[src/rtl/shift_req_pipe.sv]
// Request FIFO and output register around a combinational barrel shifter.
// The FIFO head feeds the shifter, and each result is captured with a valid/ready handshake.
module shift_req_pipe #(
   parameter int N     = 8,
   parameter int M     = 3,
   parameter int DEPTH = 4
) (
   input  logic                       clk,
   input  logic                       reset_n,
   input  logic                       in_valid,
   output logic                       in_ready,
   input  logic [N-1:0]               in_a,
   input  logic [M-1:0]               in_amt,
   input  logic                       in_lr,
   output logic [N-1:0]               shf_a,
   output logic [M-1:0]               shf_amt,
   output logic                       shf_lr,
   input  logic [N-1:0]               shf_y,
   output logic                       out_valid,
   input  logic                       out_ready,
   output logic [N-1:0]               out_data,
   output logic [$clog2(DEPTH):0]     count
);

   localparam int PW = $clog2(DEPTH);
   localparam int CW = PW + 1;
   localparam int EW = N + M + 1;

   logic [EW-1:0] mem_q [DEPTH];
   logic [PW-1:0] wr_ptr_q, wr_ptr_d;
   logic [PW-1:0] rd_ptr_q, rd_ptr_d;
   logic [CW-1:0] count_q, count_d;
   logic          out_valid_q, out_valid_d;
   logic [N-1:0]  out_data_q, out_data_d;
   logic          push_s, load_s, not_empty_s;
   logic [EW-1:0] head_s;

   // Handshake decode and head selection; the head reads registered storage only.
   always_comb begin
      not_empty_s = (count_q != {CW{1'b0}});
      in_ready    = (count_q != CW'(DEPTH));
      push_s      = in_valid && in_ready;
      load_s      = not_empty_s && (!out_valid_q || out_ready);
      if (not_empty_s) begin
         head_s = mem_q[rd_ptr_q];
      end else begin
         head_s = {EW{1'b0}};
      end
      shf_a   = head_s[EW-1 -: N];
      shf_amt = head_s[M:1];
      shf_lr  = head_s[0];
   end

   // Next-state for pointers, occupancy and the output register.
   always_comb begin
      wr_ptr_d    = wr_ptr_q;
      rd_ptr_d    = rd_ptr_q;
      count_d     = count_q;
      out_valid_d = out_valid_q;
      out_data_d  = out_data_q;
      if (push_s) begin
         wr_ptr_d = wr_ptr_q + PW'(1);
      end else begin
         wr_ptr_d = wr_ptr_q;
      end
      if (load_s) begin
         rd_ptr_d    = rd_ptr_q + PW'(1);
         out_data_d  = shf_y;
         out_valid_d = 1'b1;
      end else if (out_valid_q && out_ready) begin
         out_valid_d = 1'b0;
      end else begin
         out_valid_d = out_valid_q;
      end
      case ({push_s, load_s})
         2'b10:   count_d = count_q + CW'(1);
         2'b01:   count_d = count_q - CW'(1);
         default: count_d = count_q;
      endcase
   end

   // Control state; reset discards buffered requests and any pending result.
   always_ff @(posedge clk or negedge reset_n) begin
      if (!reset_n) begin
         wr_ptr_q    <= {PW{1'b0}};
         rd_ptr_q    <= {PW{1'b0}};
         count_q     <= {CW{1'b0}};
         out_valid_q <= 1'b0;
         out_data_q  <= {N{1'b0}};
      end else begin
         wr_ptr_q    <= wr_ptr_d;
         rd_ptr_q    <= rd_ptr_d;
         count_q     <= count_d;
         out_valid_q <= out_valid_d;
         out_data_q  <= out_data_d;
      end
   end

   // Request storage; contents are don't-care until written.
   always_ff @(posedge clk) begin
      if (push_s) begin
         mem_q[wr_ptr_q] <= {in_a, in_amt, in_lr};
      end
   end

   assign out_valid = out_valid_q;
   assign out_data  = out_data_q;
   assign count     = count_q;

endmodule

[config.mk]
export PLATFORM = sky130hd
export DESIGN_NAME = shift_req_pipe
export DESIGN_NICKNAME = d
export VERILOG_FILES = /design/src/rtl/shift_req_pipe.sv
export SDC_FILE = /design/constraint.sdc
export NUM_CORES = 1
export LEC_CHECK = 0
export BUFFER_PORTS_ARGS = -buffer_cell sky130_fd_sc_hd__buf_2
export CORE_ASPECT_RATIO = 2
export CORE_UTILIZATION = 54
export CTS_BUF_LIST = sky130_fd_sc_hd__clkbuf_8 sky130_fd_sc_hd__clkbuf_16
export CTS_CLUSTER_SIZE = 40
export DETAILED_ROUTE_END_ITERATION = 10
export PLACE_DENSITY_LB_ADDON = 0.08
export SETUP_SLACK_MARGIN = 0.4
export SLEW_MARGIN = 20
export SYNTH_ARGS = -nofsm -noshare
export SYNTH_HDL_FRONTEND = slang
export SYNTH_SLANG_ARGS = --single-unit
[constraint.sdc]
create_clock -name clk -period 2.4 [get_ports clk]
set_input_delay 0.48 -clock clk [delete_from_list [all_inputs] [get_ports clk]]
set_output_delay 0.48 -clock clk [all_outputs]
set_load 0.005 [all_outputs]
==> results of run 1 <==
-- stage by stage --
step	cells	setup WS, ps
floorplan	133	385.0
global placement	235	360.5
detailed placement	235	283.6
CTS	258	225.3
global route	260	191.3
finish	260	245.8
-- flip-flops by register name (all words and copies together) (netlist names) --
name       flops
wr_ptr_q       2
mem_q         48
out_data       8
out_valid      1
count          3
rd_ptr_q       2
-- worst max-delay path, cell delays in order (launching register included) --
cell	delay [ps]
dfrtp_2	420
clkbuf_16	180
mux4_2	480
nor2b_1	140
buf_2	130
-- layout by cell type, fill, tap and decap left out, drive strengths merged, types with 2 or more instances in the layout --
master / n
buf: 60
edfxtp: 48
dfrtp: 16
nor2b: 13
clkbuf: 13
mux4: 12
mux2: 9
inv: 7
ha: 5
and3: 4
xor2: 4
xnor2: 2
clkinv: 2
-- worst max path at each step --
stage / slack, ps / from / to / depth (start not counted)
finish: 250 / rd_ptr_q[0] / shf_a[2] / 4
global route: 190 / rd_ptr_q[0] / shf_amt[1] / 4
CTS: 230 / rd_ptr_q[0] / shf_a[1] / 4
detailed placement: 280 / count[0] / count[2] / 9
global placement: 360 / count[0] / count[2] / 9
floorplan: 390 / count[0] / count[2] / 9
-- cell families after synthesis --
family,Yosys count,synth area share (%)
adders and majority gates,6,3.199
muxes,22,14.93
xor gates and xnor gates,6,2.036
and+or+nand+nor,24,6.350
DFF,64,71.35
buffers and inverters,11,2.133
-- metal layers --
layer | vias up | share of wire (%) | wire length, um
li1 | 636 | - | -
met1 | 698 | 34 | 1509
met2 | 37 | 60 | 2661
met3 | 7 | 3.9 | 174
met4 | 0 | 1.8 | 79
met5 | - | 0 | 0
-- where the power goes --
group          switching, mW  internal (mW)
combinational          0.671          0.838
clock                  0.361          0.556
sequential             0.110           1.50
total                   1.14           2.90
-- cell type report --
cell class	count	area share, %
flip-flops and latches	64	57.44
multi-input cells	58	21.78
repair buffers	61	11.46
clock buffers	12	5.144
well taps	55	2.143
clock inverters	4	1.325
inverters	6	0.7015
-- timing repair --
action                     4_1_cts  5_1_grt
cloned                           0        1
resized for setup                4        1
setup buffers                    7        1
pin swaps                        5        4
setup endpoints to repair       14       13
==> impl_metrics.yaml, run 1 <==
worst_setup_path:
  worst-r2r-setup-slack_ps: 410
  start_kind: "flip-flop"
  r2r_end: "count[2]"
  path_class: "reg2out"
  critical_path_arrival_ps: 1670
  critPathCaptureType: "output port"
  required_ps: 1920
  rr_startpoint: "count[0]"
  critPathMaxFanout: 6
  r2r_cells: 9
logic_synthesis:
  ys_warn_count: 0
  synth_area_um2: 2581
  ys_seq_area_share_pct: 71.35
  yosysUniqueCellTypes: 25
  synth_area_leaders: "edfxtp_1 (56%), dfrtp_1 (16%), mux4_2 (10%)"
  synth-seq-cells: 64
  synth_top_cell_area_share_pct: 55.84
  synth.top_cells.by_count: "edfxtp_1 (48), dfrtp_1 (16), nor2b_1 (13)"
  post-synth-top-count-cell: "edfxtp_1"
  postSynthAreaPerCell_um2: 19.41
  ys.flop_type: "edfxtp_1"
  async_reset_ff_share_pct: 25.00
  postSynthCellCount: 133
  synth_top_area_cell: "edfxtp_1"
  synth_edf_count: 48
  syn_nets: 163
timing:
  setup_violations: 0
  period_minus_slack_ps: 2154
  tightest_slew_ps: 371.1
  hold_viol_final: 0
  fin_setup_tns_ps: 0
  rsz0062_at_grt: "yes"
  min_period_over_period_pct: 89.76
  whs_ps: 64.30
  relSlewSlack_pct: 75.26
  max_freq_mhz: 464.2
  final_max_slew_viol_count: 0
  clock_skew_ps: 5.980
global_route:
  grt_pass1_wl_um: 6996
  grt_util_met3_pct: 5.303
  gr-total-overflow: 0
  grtUsageTotal_pct: 19.94
  first_global_vias: 1556
  grt_max_degree: 17
  use_met1_pct: 19.76
  antenna_found_initial: 0
  use_met2_pct: 36.31
  top_usage_layer: "met2"
floorplanning:
  rows: 35
  initial_core_util_pct: 56.14
  die_w_um: 50.89
  dieHeight_um: 99.78
  dieArea_um2: 5077
  io_pins: 49
  core-area_um2: 4598
routing:
  vias: 1378
  drt-wirelength-per-cell_um: 17.02
  wirelength_um: 4424
  via_per_inst: 5.300
  drt_first_pass_iters: 4
  drc: 0
  drt_iter0_markers: 24
  drtAntennaViolNets: 0
job:
  drv_cap: 0
pwr:
  power_density_nw_per_um2: 1258
  peakVddDrop_v: 0.0008429
  power_leakage_nw: 1.291
  total_power_mw: 4.039
placed_design:
  dp_hpwl_um: 3048
  io_buffers: 48
  detailed_place.area_um2: 2903
  place_congestion: 0.7417
clock_tree:
  tritoncts: "done"
  root_buffer: "clkbuf_8"
  cts_made_buffers: 9
  clkSinkCount: 64
  htree_levels: 3
  clk-insertion-delay-late_ps: 320
  cts_hold_buffers: 0
  clkSlewWorstSetupHoldPaths_ps: 60
  cts_buffer_depth: 2
run_status:
  status: "complete, no violations"
cells_and_area:
  nets: 230
  regArea_um2: 1844
  diodes: 0
  multi_input_area_um2: 699.4
  fin_area_um2: 3211
  area_delta_synth_final_pct: 24.38
  fillerInstances: 330
  final_core_util_pct: 69.82
  drive_above_1_share_pct: 52.20
worst_hold_path:
  hold_class: "in2async"
Note: power is estimated with default switching activity, not from simulation.
==> run 2: changes to the inputs <==
- CELL_PAD_IN_SITES_DETAIL_PLACEMENT: not set -> 0
- CELL_PAD_IN_SITES_GLOBAL_PLACEMENT: not set -> 1
- CORE_UTILIZATION: 54 -> 46
==> run 2 against run 1 <==
Against the previous run: combinational power about the same; critical path depth unchanged; highest routed layer unchanged; critical endpoint is now shf_a[4]; final area up 0.58%; largest power group unchanged; total power up 1.2%.
==> impl_metrics.yaml, run 2 (synthesis gave the netlist of run 1 again) <==
timing:
  whs_ps: 53.43
  max_freq_mhz: 456.3
  final_max_slew_viol_count: 0
  clock_skew_ps: 9.484
  relSlewSlack_pct: 75.40
  fin_ws_ps: 208.6
  period_minus_slack_ps: 2191
  tightest_slew_ps: 369.0
  hold_viol_final: 0
  setup_violations: 0
  fin_setup_tns_ps: 0
  rsz0062_at_grt: "yes"
  min_period_over_period_pct: 91.31
pwr:
  intPower_mw: 2.910
  switching_share_pct: 28.85
  power_density_nw_per_um2: 1266
  clockPowerShare_pct: 22.9
  p_seq_share_pct: 40.1
  comb_power_share_pct: 37.0
  total_power_mw: 4.089
  power_switching_mw: 1.180
  peakVddDrop_v: 0.0008262
  power_leakage_nw: 1.298
placed_design:
  io_buffers: 48
  dp_hpwl_um: 3233
  place_ws_ps: 295.2
  place_congestion: 0.6605
routing:
  wl_met1_um: 1755
  drt_iter0_markers: 23
  wl_met2_um: 2808
  dr_wl_met3_um: 205
  drt_first_pass_iters: 4
  wirelength_um: 4863
  drc: 0
  vias: 1382
  via_per_inst: 5.215
  drtAntennaViolNets: 0
  maxUsedRoutingLayer: "met4"
  drt-wirelength-per-cell_um: 18.35
clock_tree:
  clkSlewWorstSetupHoldPaths_ps: 70
  htree_levels: 3
  root_buffer: "clkbuf_8"
  cts_buffer_depth: 2
  cts_made_buffers: 9
  clkSinkCount: 64
  clk-insertion-delay-late_ps: 330
  cts_hold_buffers: 0
  tritoncts: "done"
worst_setup_path:
  r2r_cells: 9
  required_ps: 1920
  path_class: "reg2out"
  critical_path_arrival_ps: 1710
  r2r_end: "count[2]"
  worst-r2r-setup-slack_ps: 390
  critPathCaptureType: "output port"
  start_kind: "flip-flop"
  rr_startpoint: "count[0]"
  critPathMaxFanout: 6
worst_hold_path:
  hold_class: "in2async"
cells_and_area:
  drive_above_1_share_pct: 52.68
  largest_register_ffs: 48
  diodes: 0
  layout_common_cells: "buf_2 (48), edfxtp_1 (48), dfrtp_1 (15)"
  fillerInstances: 458
  multi_input_area_um2: 706.9
  nets: 231
  regArea_um2: 1843
  top_register: "mem_q"
  area_delta_synth_final_pct: 25.11
floorplanning:
  initial_core_util_pct: 47.62
  die_w_um: 54.97
  dieHeight_um: 107.9
  dieArea_um2: 5933
  core-area_um2: 5420
  rows: 38
  io_pins: 49
global_route:
  first_global_vias: 1538
  antenna_found_initial: 0
  grtUsageTotal_pct: 19.11
  gr-total-overflow: 0
  grt_pass1_wl_um: 7576
  grt_max_degree: 17
run_status:
  status: "complete, no violations"
job:
  drv_cap: 0
## run 2: cell count changes in the layout (fill, tap and decap cells not counted), sizes merged
cell / previous run / this run
buf: 60 / 61
clkinvlp: 0 / 1
clkinv: 2 / 0
## run 2: worst max-delay path, cell delays in order, from the launching register on
cell and delay, ps:
dfrtp_2 420, clkbuf_16 180, mux4_2 500, nor2b_1 150, buf_2 130
## run 2: area by class of cell
cell class                 count  share of cell area [%]
timing repair buffer          62                   11.62
clock inverter                 3                   1.279
sequential                    64                   57.07
clock buffer                  12                   5.114
multi-input combinational     58                   21.89
tap                           60                   2.325
inverter                       6                  0.6974
## run 2: metal layers
layer	vias up	track usage, %
li1	634	-
met1	698	19.71
met2	42	33.13
met3	8	5.767
met4	0	9.107
met5	-	0
## run 2: stage by stage
step / instances / area [um^2] / utilization, %
after floorplan: 133 / 2596 / -
after global placement: 240 / 2922 / 53.90
after detailed placement: 240 / 2922 / 53.90
after CTS: 262 / 3181 / 58.68
after global routing: 265 / 3229 / 59.58
final: 265 / 3229 / 59.58
## run 2: power by group through the flow
stage,Clock [mW],Combinational (mW),Sequential (mW)
after global routing,1.01,1.67,1.67
after detailed placement,0,1.37,1.67
final,0.938,1.51,1.64
after CTS,0.962,1.47,1.63
after global placement,0,1.34,1.65
after floorplan,0,0.888,1.63
## run 2: how the worst max path moves through the flow
| stage | startpoint | end | slack [ps] |
|---|---|---|---|
| finish | rd_ptr_q[0] | shf_a[4] | 210 |
| detailed placement | count[0] | count[2] | 300 |
| global route | rd_ptr_q[0] | shf_a[4] | 150 |
| CTS | rd_ptr_q[0] | shf_lr | 220 |
| global placement | count[0] | count[2] | 370 |
| floorplan | count[0] | count[2] | 390 |
## run 2: timing repair
action                     in CTS  in global routing
buffers inserted                7                  2
resized for setup               0                  2
gates cloned                    0                  1
pin swaps                       5                  4
setup endpoints to repair      13                 13
